--- config.mk ---
export PLATFORM = sky130hd
export DESIGN_NAME = tx_frame_arbiter
export DESIGN_NICKNAME = d
export VERILOG_FILES = /design/src/rtl/tx_frame_arbiter_pkg.sv /design/src/rtl/tx_frame_arbiter_rr_pick.sv /design/src/rtl/tx_frame_arbiter.sv
export SDC_FILE = /design/constraint.sdc
export NUM_CORES = 1
export LEC_CHECK = 0
export ABC_AREA = 1
export BUFFER_PORTS_ARGS = -buffer_cell sky130_fd_sc_hd__clkbuf_2
export CORE_MARGIN = 1
export CORE_UTILIZATION = 49
export CTS_CLUSTER_DIAMETER = 120
export CTS_CLUSTER_SIZE = 28
export DETAILED_ROUTE_END_ITERATION = 10
export GPL_ROUTABILITY_DRIVEN = 0
export PLACE_DENSITY_LB_ADDON = 0.15
export SKIP_LAST_GASP = 1
export SLEW_MARGIN = 20
export SYNTH_ARGS = -nofsm -noshare
export SYNTH_HDL_FRONTEND = slang
export SYNTH_SLANG_ARGS = --single-unit
export TNS_END_PERCENT = 1
--- constraint.sdc ---
create_clock -name clk -period 1.55 [get_ports clk]
set_input_delay 0.0775 -clock clk [delete_from_list [all_inputs] [get_ports clk]]
set_output_delay 0.0775 -clock clk [all_outputs]
set_load 0.005 [all_outputs]
--- src/rtl/tx_frame_arbiter_pkg.sv ---
// Shared types and width helpers for the transmit frame arbiter.
// Optional watchdog is enabled by defining TX_ARB_WATCHDOG_EN.
package tx_frame_arbiter_pkg;

    typedef enum logic [1:0] {
        ST_IDLE = 2'd0,
        ST_BUSY = 2'd1,
        ST_GAP  = 2'd2
    } arb_state_e;

    // Bits needed to hold the values 0 .. v-1 (never less than one bit).
    function automatic int width_of(input int v);
        return (v <= 2) ? 1 : $clog2(v);
    endfunction

endpackage

--- src/rtl/tx_frame_arbiter_rr_pick.sv ---
// Round-robin picker: one-hot of the first set request at or above ptr, with wrap.
module tx_frame_arbiter_rr_pick
    import tx_frame_arbiter_pkg::*;
#(
    parameter int NUM_REQ = 2,
    parameter int PTR_W   = width_of(NUM_REQ)
) (
    input  logic [NUM_REQ-1:0] req,
    input  logic [PTR_W-1:0]   ptr,
    output logic [NUM_REQ-1:0] pick,
    output logic               any
);

    logic [PTR_W-1:0] idx;
    logic             found;

    always_comb begin
        pick  = '0;
        found = 1'b0;
        idx   = '0;
        for (int k = 0; k < NUM_REQ; k++) begin
            idx = PTR_W'((int'(ptr) + k) % NUM_REQ);
            if (!found && req[idx]) begin
                pick[idx] = 1'b1;
                found     = 1'b1;
            end
        end
    end

    assign any = |req;

endmodule

--- src/rtl/tx_frame_arbiter.sv ---
// Frame-granular round-robin arbiter feeding one paced word channel, with inter-frame gap.
// Define TX_ARB_WATCHDOG_EN to abort frames that stall for TIMEOUT cycles.
module tx_frame_arbiter
    import tx_frame_arbiter_pkg::*;
#(
    parameter int NUM_REQ     = 2,
    parameter int DATA_WIDTH  = 8,
    parameter int WORD_PERIOD = 4,
    parameter int IFG_CYCLES  = 48,
    parameter int TIMEOUT     = 1024
) (
    input  logic                          clk,
    input  logic                          rst,
    input  logic [NUM_REQ-1:0]            req,
    input  logic [NUM_REQ*DATA_WIDTH-1:0] data_in,
    input  logic [NUM_REQ-1:0]            last_in,
    input  logic                          out_rdy,
    output logic [NUM_REQ-1:0]            ack,
    output logic [NUM_REQ-1:0]            grant,
    output logic                          out_valid,
    output logic [DATA_WIDTH-1:0]         out_data,
    output logic                          out_last,
    output logic                          out_abort,
    output logic                          busy,
    output logic [1:0]                    state_dbg
);

    localparam int PTR_W = width_of(NUM_REQ);
    localparam int CNT_W = width_of(WORD_PERIOD);
    localparam int GAP_W = width_of(IFG_CYCLES);

    arb_state_e             state, state_n;
    logic [NUM_REQ-1:0]     grant_n, pick;
    logic                   pick_any;
    logic [PTR_W-1:0]       ptr, ptr_n, g_idx, ptr_adv;
    logic [CNT_W-1:0]       cnt, cnt_n;
    logic [GAP_W-1:0]       gap_cnt, gap_n;
    logic                   out_valid_n, out_last_n, out_abort_n;
    logic [DATA_WIDTH-1:0]  out_data_n, sel_data;
    logic                   sel_last, req_g, tick, xfer, wd_fire;

    tx_frame_arbiter_rr_pick #(
        .NUM_REQ (NUM_REQ),
        .PTR_W   (PTR_W)
    ) u_rr_pick (
        .req  (req),
        .ptr  (ptr),
        .pick (pick),
        .any  (pick_any)
    );

    always_comb begin
        sel_data = '0;
        sel_last = 1'b0;
        g_idx    = '0;
        for (int i = 0; i < NUM_REQ; i++) begin
            if (grant[i]) begin
                sel_data = data_in[i*DATA_WIDTH +: DATA_WIDTH];
                sel_last = last_in[i];
                g_idx    = PTR_W'(i);
            end
        end
    end

    // Handshake: a word moves in a cycle where the pace slot is open (cnt==0), out_rdy is
    // high and the owner's req is high; ack marks that cycle, out_valid follows one cycle later.
    assign req_g   = |(req & grant);
    assign tick    = (cnt == '0);
    assign xfer    = (state == ST_BUSY) && tick && out_rdy && req_g;
    assign ptr_adv = (g_idx == PTR_W'(NUM_REQ - 1)) ? '0 : g_idx + PTR_W'(1);

`ifdef TX_ARB_WATCHDOG_EN
    localparam int STALL_W = width_of(TIMEOUT + 1);
    logic [STALL_W-1:0] stall_cnt;

    always_ff @(posedge clk) begin
        if (rst || state != ST_BUSY || xfer) begin
            stall_cnt <= '0;
        end else if (!wd_fire) begin
            stall_cnt <= stall_cnt + STALL_W'(1);
        end
    end

    assign wd_fire = (state == ST_BUSY) && (stall_cnt == STALL_W'(TIMEOUT));
`else
    // TIMEOUT only matters when the watchdog is built in.
    assign wd_fire = (TIMEOUT < 0);
`endif

    always_comb begin
        state_n     = state;
        grant_n     = grant;
        ptr_n       = ptr;
        cnt_n       = cnt;
        gap_n       = gap_cnt;
        out_valid_n = 1'b0;
        out_data_n  = out_data;
        out_last_n  = 1'b0;
        out_abort_n = 1'b0;
        ack         = '0;
        case (state)
            ST_IDLE: begin
                if (pick_any) begin
                    grant_n = pick;
                    cnt_n   = '0;
                    state_n = ST_BUSY;
                end
            end
            ST_BUSY: begin
                // After a transfer the counter runs 1..WORD_PERIOD-1 then rests at 0 until used.
                if (!tick) begin
                    cnt_n = (cnt == CNT_W'(WORD_PERIOD - 1)) ? '0 : cnt + CNT_W'(1);
                end
                if (xfer) begin
                    ack         = grant;
                    out_valid_n = 1'b1;
                    out_data_n  = sel_data;
                    out_last_n  = sel_last;
                    cnt_n       = (WORD_PERIOD == 1) ? '0 : CNT_W'(1);
                end else if (!req_g || wd_fire) begin
                    out_abort_n = 1'b1;
                end
                if ((xfer && sel_last) || out_abort_n) begin
                    ptr_n   = ptr_adv;
                    grant_n = '0;
                    if (IFG_CYCLES == 0) begin
                        state_n = ST_IDLE;
                    end else begin
                        state_n = ST_GAP;
                        gap_n   = GAP_W'(IFG_CYCLES - 1);
                    end
                end
            end
            ST_GAP: begin
                if (gap_cnt == '0) begin
                    state_n = ST_IDLE;
                end else begin
                    gap_n = gap_cnt - GAP_W'(1);
                end
            end
            default: begin
                state_n = ST_IDLE;
                grant_n = '0;
            end
        endcase
    end

    always_ff @(posedge clk) begin
        if (rst) begin
            state     <= ST_IDLE;
            grant     <= '0;
            ptr       <= '0;
            cnt       <= '0;
            gap_cnt   <= '0;
            out_valid <= 1'b0;
            out_data  <= '0;
            out_last  <= 1'b0;
            out_abort <= 1'b0;
        end else begin
            state     <= state_n;
            grant     <= grant_n;
            ptr       <= ptr_n;
            cnt       <= cnt_n;
            gap_cnt   <= gap_n;
            out_valid <= out_valid_n;
            out_data  <= out_data_n;
            out_last  <= out_last_n;
            out_abort <= out_abort_n;
        end
    end

    assign busy      = (state != ST_IDLE);
    assign state_dbg = state;

endmodule

# ---- After elaboration in Yosys (flattened, before gate mapping)
# Cells that the tools add are included.
dict set report totals {
  in_bits 23
  reg_bits 24
  wordCells 93
  out_inout_bits 18
}
dict set report op_classes {
  n_bitwise 5
  n_lt_le_gt_ge 4
  n_eq_ne 8
  addsub 4
  n_mux 38
  reduce_logical 25
}
# operator count
set op_table {}
lappend op_table {{$mux 2} 13}
lappend op_table {{$mux 8} 2}
lappend op_table {{$mux 1} 15}
lappend op_table {{$mux 6} 2}
lappend op_table {{$pmux 2 s3} 2}
lappend op_table {{$pmux 6 s2} 1}
lappend op_table {{$reduce_and 3->1} 4}
lappend op_table {{$logic_and 1x1->1} 7}
lappend op_table {{$logic_not 6->1} 1}
lappend op_table {{$ne 2x2->1 const B} 3}
lappend op_table {{$reduce_bool 2->1} 3}
lappend op_table {{$reduce_or 2->1} 3}
lappend op_table {{$sub 6x1->6 const B} 1}
lappend op_table {{$eq 2x2->1 const B} 2}
lappend op_table {{$logic_not 2->1} 2}
lappend op_table {{$lt 1x2->1 const B} 2}
lappend op_table {{$pmux 2 s2} 1}
lappend op_table {{$reduce_and 2->1} 2}
lappend op_table {{$ne 3x3->1 const B} 1}
lappend op_table {{$not 1->1} 3}
lappend op_table {{$reduce_or 3->1} 1}
lappend op_table {{$add 1x1->1 const B} 2}
lappend op_table {{$add 2x1->2 const B} 1}
lappend op_table {{$and 2x2->2} 1}
lappend op_table {{other kinds (7)} 9}

# ---- Longest topological paths before layout
dict set report depth {
  depth_word 9
  ltp_mapped 11
  depth_no_buf 11
}

# ---- Hierarchy
# A second synthesis with hierarchy kept.
dict set report hier_totals {
  hier_cells 179
  hier_area_um2 1212.4
}
# mod n_inst cells_each area_each_um2 seq_area_each_um2
set modules_own_cells {}
lappend modules_own_cells {tx_frame_arbiter 1 173 1187.4 480.5}
lappend modules_own_cells {tx_frame_arbiter_rr_pick 1 6 25.0 0.0}

# ---- Worst setup path after synthesis
# OpenSTA, ideal clock, no wires.
dict set report synth_path {
  path_kind {register to register}
  startpoint {reg cnt[0]}
  endpoint {reg gap_cnt[3]}
  setup_ps 117
  period_less_slack_ps 1332
  arrival_ps 1215
  path_slack_ps 218
  t_required_ps 1433
  path_stages_with_launch 12
  n_path_buf 0
  path_cell_list {dfxtp_1 > inv_1 > ha_1 > nand3_2 > nor2_4 > nand3_2 > nand2_2 > nand2_4 > nand2_4 > nand2_1 > nand3_1 > nand2_1}
}
dict set report synth_between {
  elab_chain_cells 9
  elab_cells_between_ends 10
  classes_between {eq/ne: 1; mux: 2; reduce/logical: 7}
}
# element line
set synth_lines {}
lappend synth_lines {{start: declaration} tx_frame_arbiter.sv:36} ;# logic [CNT_W-1:0] cnt, cnt_n;
lappend synth_lines {{start signal: assignment} tx_frame_arbiter.sv:163} ;# cnt <= cnt_n;
lappend synth_lines {{$logic_not 2->1 *} tx_frame_arbiter.sv:68} ;# assign tick = (cnt == '0);
lappend synth_lines {{$logic_and 1x1->1 * (3 in a row)} tx_frame_arbiter.sv:69} ;# assign xfer = (state == ST_BUSY) && tick && out_rdy && req_g;
lappend synth_lines {{$mux 1} tx_frame_arbiter.sv:114} ;# if (xfer) begin
lappend synth_lines {{$mux 1} tx_frame_arbiter.sv:101} ;# case (state)
lappend synth_lines {{$logic_or 1x1->1 *} tx_frame_arbiter.sv:123} ;# if ((xfer && sel_last) || out_abort_n) begin
lappend synth_lines {{$ne 2x1->1 (no source line) *} n/a}
lappend synth_lines {{$reduce_and 3->1 (no source line) *} n/a}
lappend synth_lines {{end signal: assignment} tx_frame_arbiter.sv:164} ;# gap_cnt <= gap_n;
lappend synth_lines {{end: declaration} tx_frame_arbiter.sv:37} ;# logic [GAP_W-1:0] gap_cnt, gap_n;
# Mark *: on every way between the ends. The rest lies on a longest branch, timed or not. The select of a mux whose other input is x is not followed.
# A chain may end at the register's enable or synchronous reset.

# ---- Final worst setup path
dict set report layout_path {
  startpoint {reg cnt[0]}
  endpoint {out ack[1]}
}
dict set report layout_between {
  elab_chain_cells 6
}
# element line
set layout_lines {}
lappend layout_lines {{$logic_not 2->1} tx_frame_arbiter.sv:68}
lappend layout_lines {{$logic_and 1x1->1 (3 in a row)} tx_frame_arbiter.sv:69}
lappend layout_lines {{$mux 2} tx_frame_arbiter.sv:114}
lappend layout_lines {{$mux 2} tx_frame_arbiter.sv:101}
lappend layout_lines {{end: declaration} tx_frame_arbiter.sv:18} ;# output logic [NUM_REQ-1:0] ack,
# Every way passes these cells.

==> Flow_metrics.wiki <==
{| class="wikitable"
! Metric !! Value
|-
| Register bit total from synthesis || 24
|-
| Cell count after placement || 233
|-
| Hold violation total from the final report || 0
|-
| Actual slew at the worst max-slew pin || 0.275 ns
|-
| Wire length reported by the detailed router || 3.15 mm
|-
| Leakage power figure || 0.845 nW
|-
| Iter 0 DRT Violations || 31
|-
| Starting density of the core || 54.2%
|-
| Non-filler instance count after layout || 257
|-
| Number of maximum-capacitance violations || 0
|-
| Count of warnings emitted by yosys || 0
|-
| Post-detailed-route wirelength per cell || 12.3 um
|-
| Top-level I/O count || 41
|-
| Die X-Extent || 52.6 um
|-
| Post-detailed-route DRC marker count || 0
|-
| End point of the critical path || ack[1]
|-
| Core footprint || 2320 um^2
|-
| Fin crit share || 98.8%
|-
| Setup violation total in the final timing report || 0
|-
| Worst-path fanout max || 5
|-
| Via count of the first global-routing pass || 1221
|-
| Global-route congestion overflow total || 0
|-
| Number of placement rows || 17
|-
| I/O Buffers || 40
|-
| Delay of the slowest cell on the worst path || 0.35 ns
|-
| Worst min-delay path category || input port to register
|-
| CP endpoint kind || output port
|-
| DR pass1 iterations || 4
|-
| Gate count after technology mapping || 167
|-
| Overall die height || 52.6 um
|-
| Fraction of registers with async set/reset || 0%
|-
| Number of nets in the finished design || 257
|-
| Required time of the worst setup path || 1.47 ns
|-
| Primary flip-flop cell chosen by synthesis mapping || sky130_fd_sc_hd__dfxtp_1
|-
| Number of vias per cell || 5.14
|-
| Fraction of final layout cells sized beyond drive strength 1 || 35.8%
|-
| Number of unique standard cell types used by synthesis || 28
|-
| Worst Setup Slack post-DPL || 0.0656 ns
|-
| Final critical-path setup slack || 0.0193 ns
|-
| Layout overhead on the synthesized area || 39.4%
|-
| Via count || 1322
|-
| Hold_ws || 0.000338 ns
|-
| CP max-delay cell || sky130_fd_sc_hd__dfxtp_2
|-
| Most frequent cells in the layout || sky130_fd_sc_hd__nand2_1, sky130_fd_sc_hd__clkbuf_2, sky130_fd_sc_hd__dfxtp_1
|-
| Worst IR drop on VDD || 0.699 mV
|-
| Power per standard cell area || 940 nW/um^2
|-
| Post-Syn Nets || 194
|-
| Post-layout minimum cycle time || 1.53 ns
|-
| Aggregate global-route resource usage || 24.9%
|-
| Buffer type at the clock tree root || sky130_fd_sc_hd__clkbuf_4
|-
| CTS sink cnt || 24
|-
| Data arrival at the endpoint of the critical path || 1.45 ns
|-
| Number of enable-type register cells in the synthesized netlist || 0
|-
| Outcome || finished, final reports clean
|-
| Full die area || 2770 um^2
|-
| Leading cell type in the layout, fill and taps excluded || sky130_fd_sc_hd__nand2_1
|-
| Post-DP HPWL || 2.12 mm
|-
| Start of the worst register-to-register path || cnt[0]
|-
| Number of cells on the worst reg-to-reg path || 12
|-
| Number of antenna violations at the first check in global routing || 0
|-
| CTS tree || built
|-
| Clock Latency Late Sink || 0.31 ns
|-
| Largest net degree at the start of global routing || 19
|-
| Post-Syn Area || 1260 um^2
|-
| ANT cells || 0
|-
| RR Endpoint || gap_cnt[0]
|-
| Number of buffers on the longest clock path || 2
|-
| Sequence of cells on the critical path || inv_2 -> ha_4 -> nand3_4 -> nor2_4 -> nand2_8 -> nor2_8 -> clkbuf_2
|-
| Crit start category || register
|-
| Share of the yosys chip area belonging to registers || 38.2%
|-
| Clock tree skew after final layout || 0.00375 ns
|-
| H-tree levels || 1
|-
| Synthesized area per cell || 7.52 um^2
|-
| Worst setup path startpoint || cnt[0]
|-
| Residual antenna-violating net count after detailed routing || 0
|-
| Critical path class || register to output port
|-
| Max Clk Rate || 0.653 GHz
|-
| Global-route wire length before repair || 5.11 mm
|-
| Rel. slew slack || 81.6%
|-
| Number of buffers created by CTS || 3
|-
| Reg2reg setup slack || 0.03 ns
|-
| Unrepaired setup endpoints after global routing || true
|-
| Clock input transition at the sequential cells of the worst setup and hold paths || 0.13 ns
|-
| Max-slew violation total from the final report || 0
|}
==> area by class of cell <==
type,instances,area (um^2)
clock buffer,4,36.3
timing repair buffer,62,395
inverter,21,78.8
multi-input combinational,118,723
fill,174,567
sequential,24,483
tap,28,35.0
==> cell families (layout without fill, tap and decap cells) <==
| kind of cell | after synthesis | after routing | share of synthesized area (%) |
|---|---|---|---|
| simple gates | 90 | 90 | 37.1 |
| flops | 24 | 24 | 38.2 |
| compound gates | 24 | 24 | 12.3 |
| buf+inv | 25 | 87 | 8.47 |
| fa+ha+maj | 4 | 4 | 3.98 |
==> registers in the layout, summed over array words and instances (netlist names) <==
signal and cells:
out_data 8, gap_cnt 6, cnt 2, grant 2, state_dbg 2, out_abort 1
out_last 1, out_valid 1, ptr 1
==> critical path, delay by kind of cell (launching register included) <==
family | cells | cell delay (ns)
buf+inv | 2 | 0.19
fa+ha+maj | 1 | 0.15
simple gates | 4 | 0.45
flops | 1 | 0.35
==> cells in the mapped netlist, drive strengths merged (2+ instances only) <==
| library cell | n | area [um^2] |
|---|---|---|
| o211ai | 2 | 15.0 |
| buf | 3 | 23.8 |
| o21ai | 4 | 20.0 |
| nand2 | 53 | 239 |
| a31oi | 8 | 50.1 |
| a21oi | 7 | 46.3 |
| inv | 21 | 78.8 |
| nor2 | 15 | 96.3 |
| ha | 4 | 50.1 |
| dfxtp | 24 | 480 |
| nand3 | 18 | 105 |
| nand4 | 2 | 12.5 |
==> what timing repair did <==
item                                    4_1_cts  5_1_grt
hold endpoints to repair                      7        1
hold buffers                                  8        1
pin swaps                                     5        5
buffers inserted                              8        3
resized for setup                             9        6
endpoints found under the setup margin        2       16
==> stage by stage <==
stage / utilization [%] / TNS (ns) / total power [mW] / area (um^2)
after floorplan: - / 0 / 1.06 / 1260
after global placement: 63.8 / 0 / 1.17 / 1480
after detailed placement: 63.8 / 0 / 1.19 / 1480
after CTS: 72.9 / 0 / 1.58 / 1690
after global routing: 75.6 / -0.632 / 1.75 / 1750
final: 75.6 / 0 / 1.65 / 1750
==> layer usage <==
metal | vias up | share of wire, % | track usage (%)
met1 | 606 | 44 | 29.3
met2 | 47 | 51 | 46.0
met4 | 0 | 0.51 | 6.14
met3 | 2 | 4.7 | 4.06
li1 | 667 | - | -
met5 | - | 0 | 0
==> worst min path at each step <==
stage / slack [ns] / cells after the start / endpoint / startpoint
6_report: 0.0003 / 3 / out_data[1] / data_in[9]
5_1_grt: 0.005 / 3 / out_data[7] / data_in[15]
4_1_cts: 0.0002 / 3 / out_data[7] / data_in[7]
3_5_place_dp: 0.34 / 3 / out_data[3] / data_in[3]
3_3_place_gp: 0.32 / 3 / out_data[4] / data_in[12]
2_1_floorplan: 0.23 / 2 / out_data[5] / data_in[5]
==> where the power goes <==
part | internal, mW | switching (mW) | leakage (nW)
clock | 0.143 | 0.190 | 0.0210
sequential | 0.680 | 0.0579 | 0.197
combinational | 0.252 | 0.323 | 0.628
total | 1.08 | 0.571 | 0.845
Power figures use the tool's default switching activity.
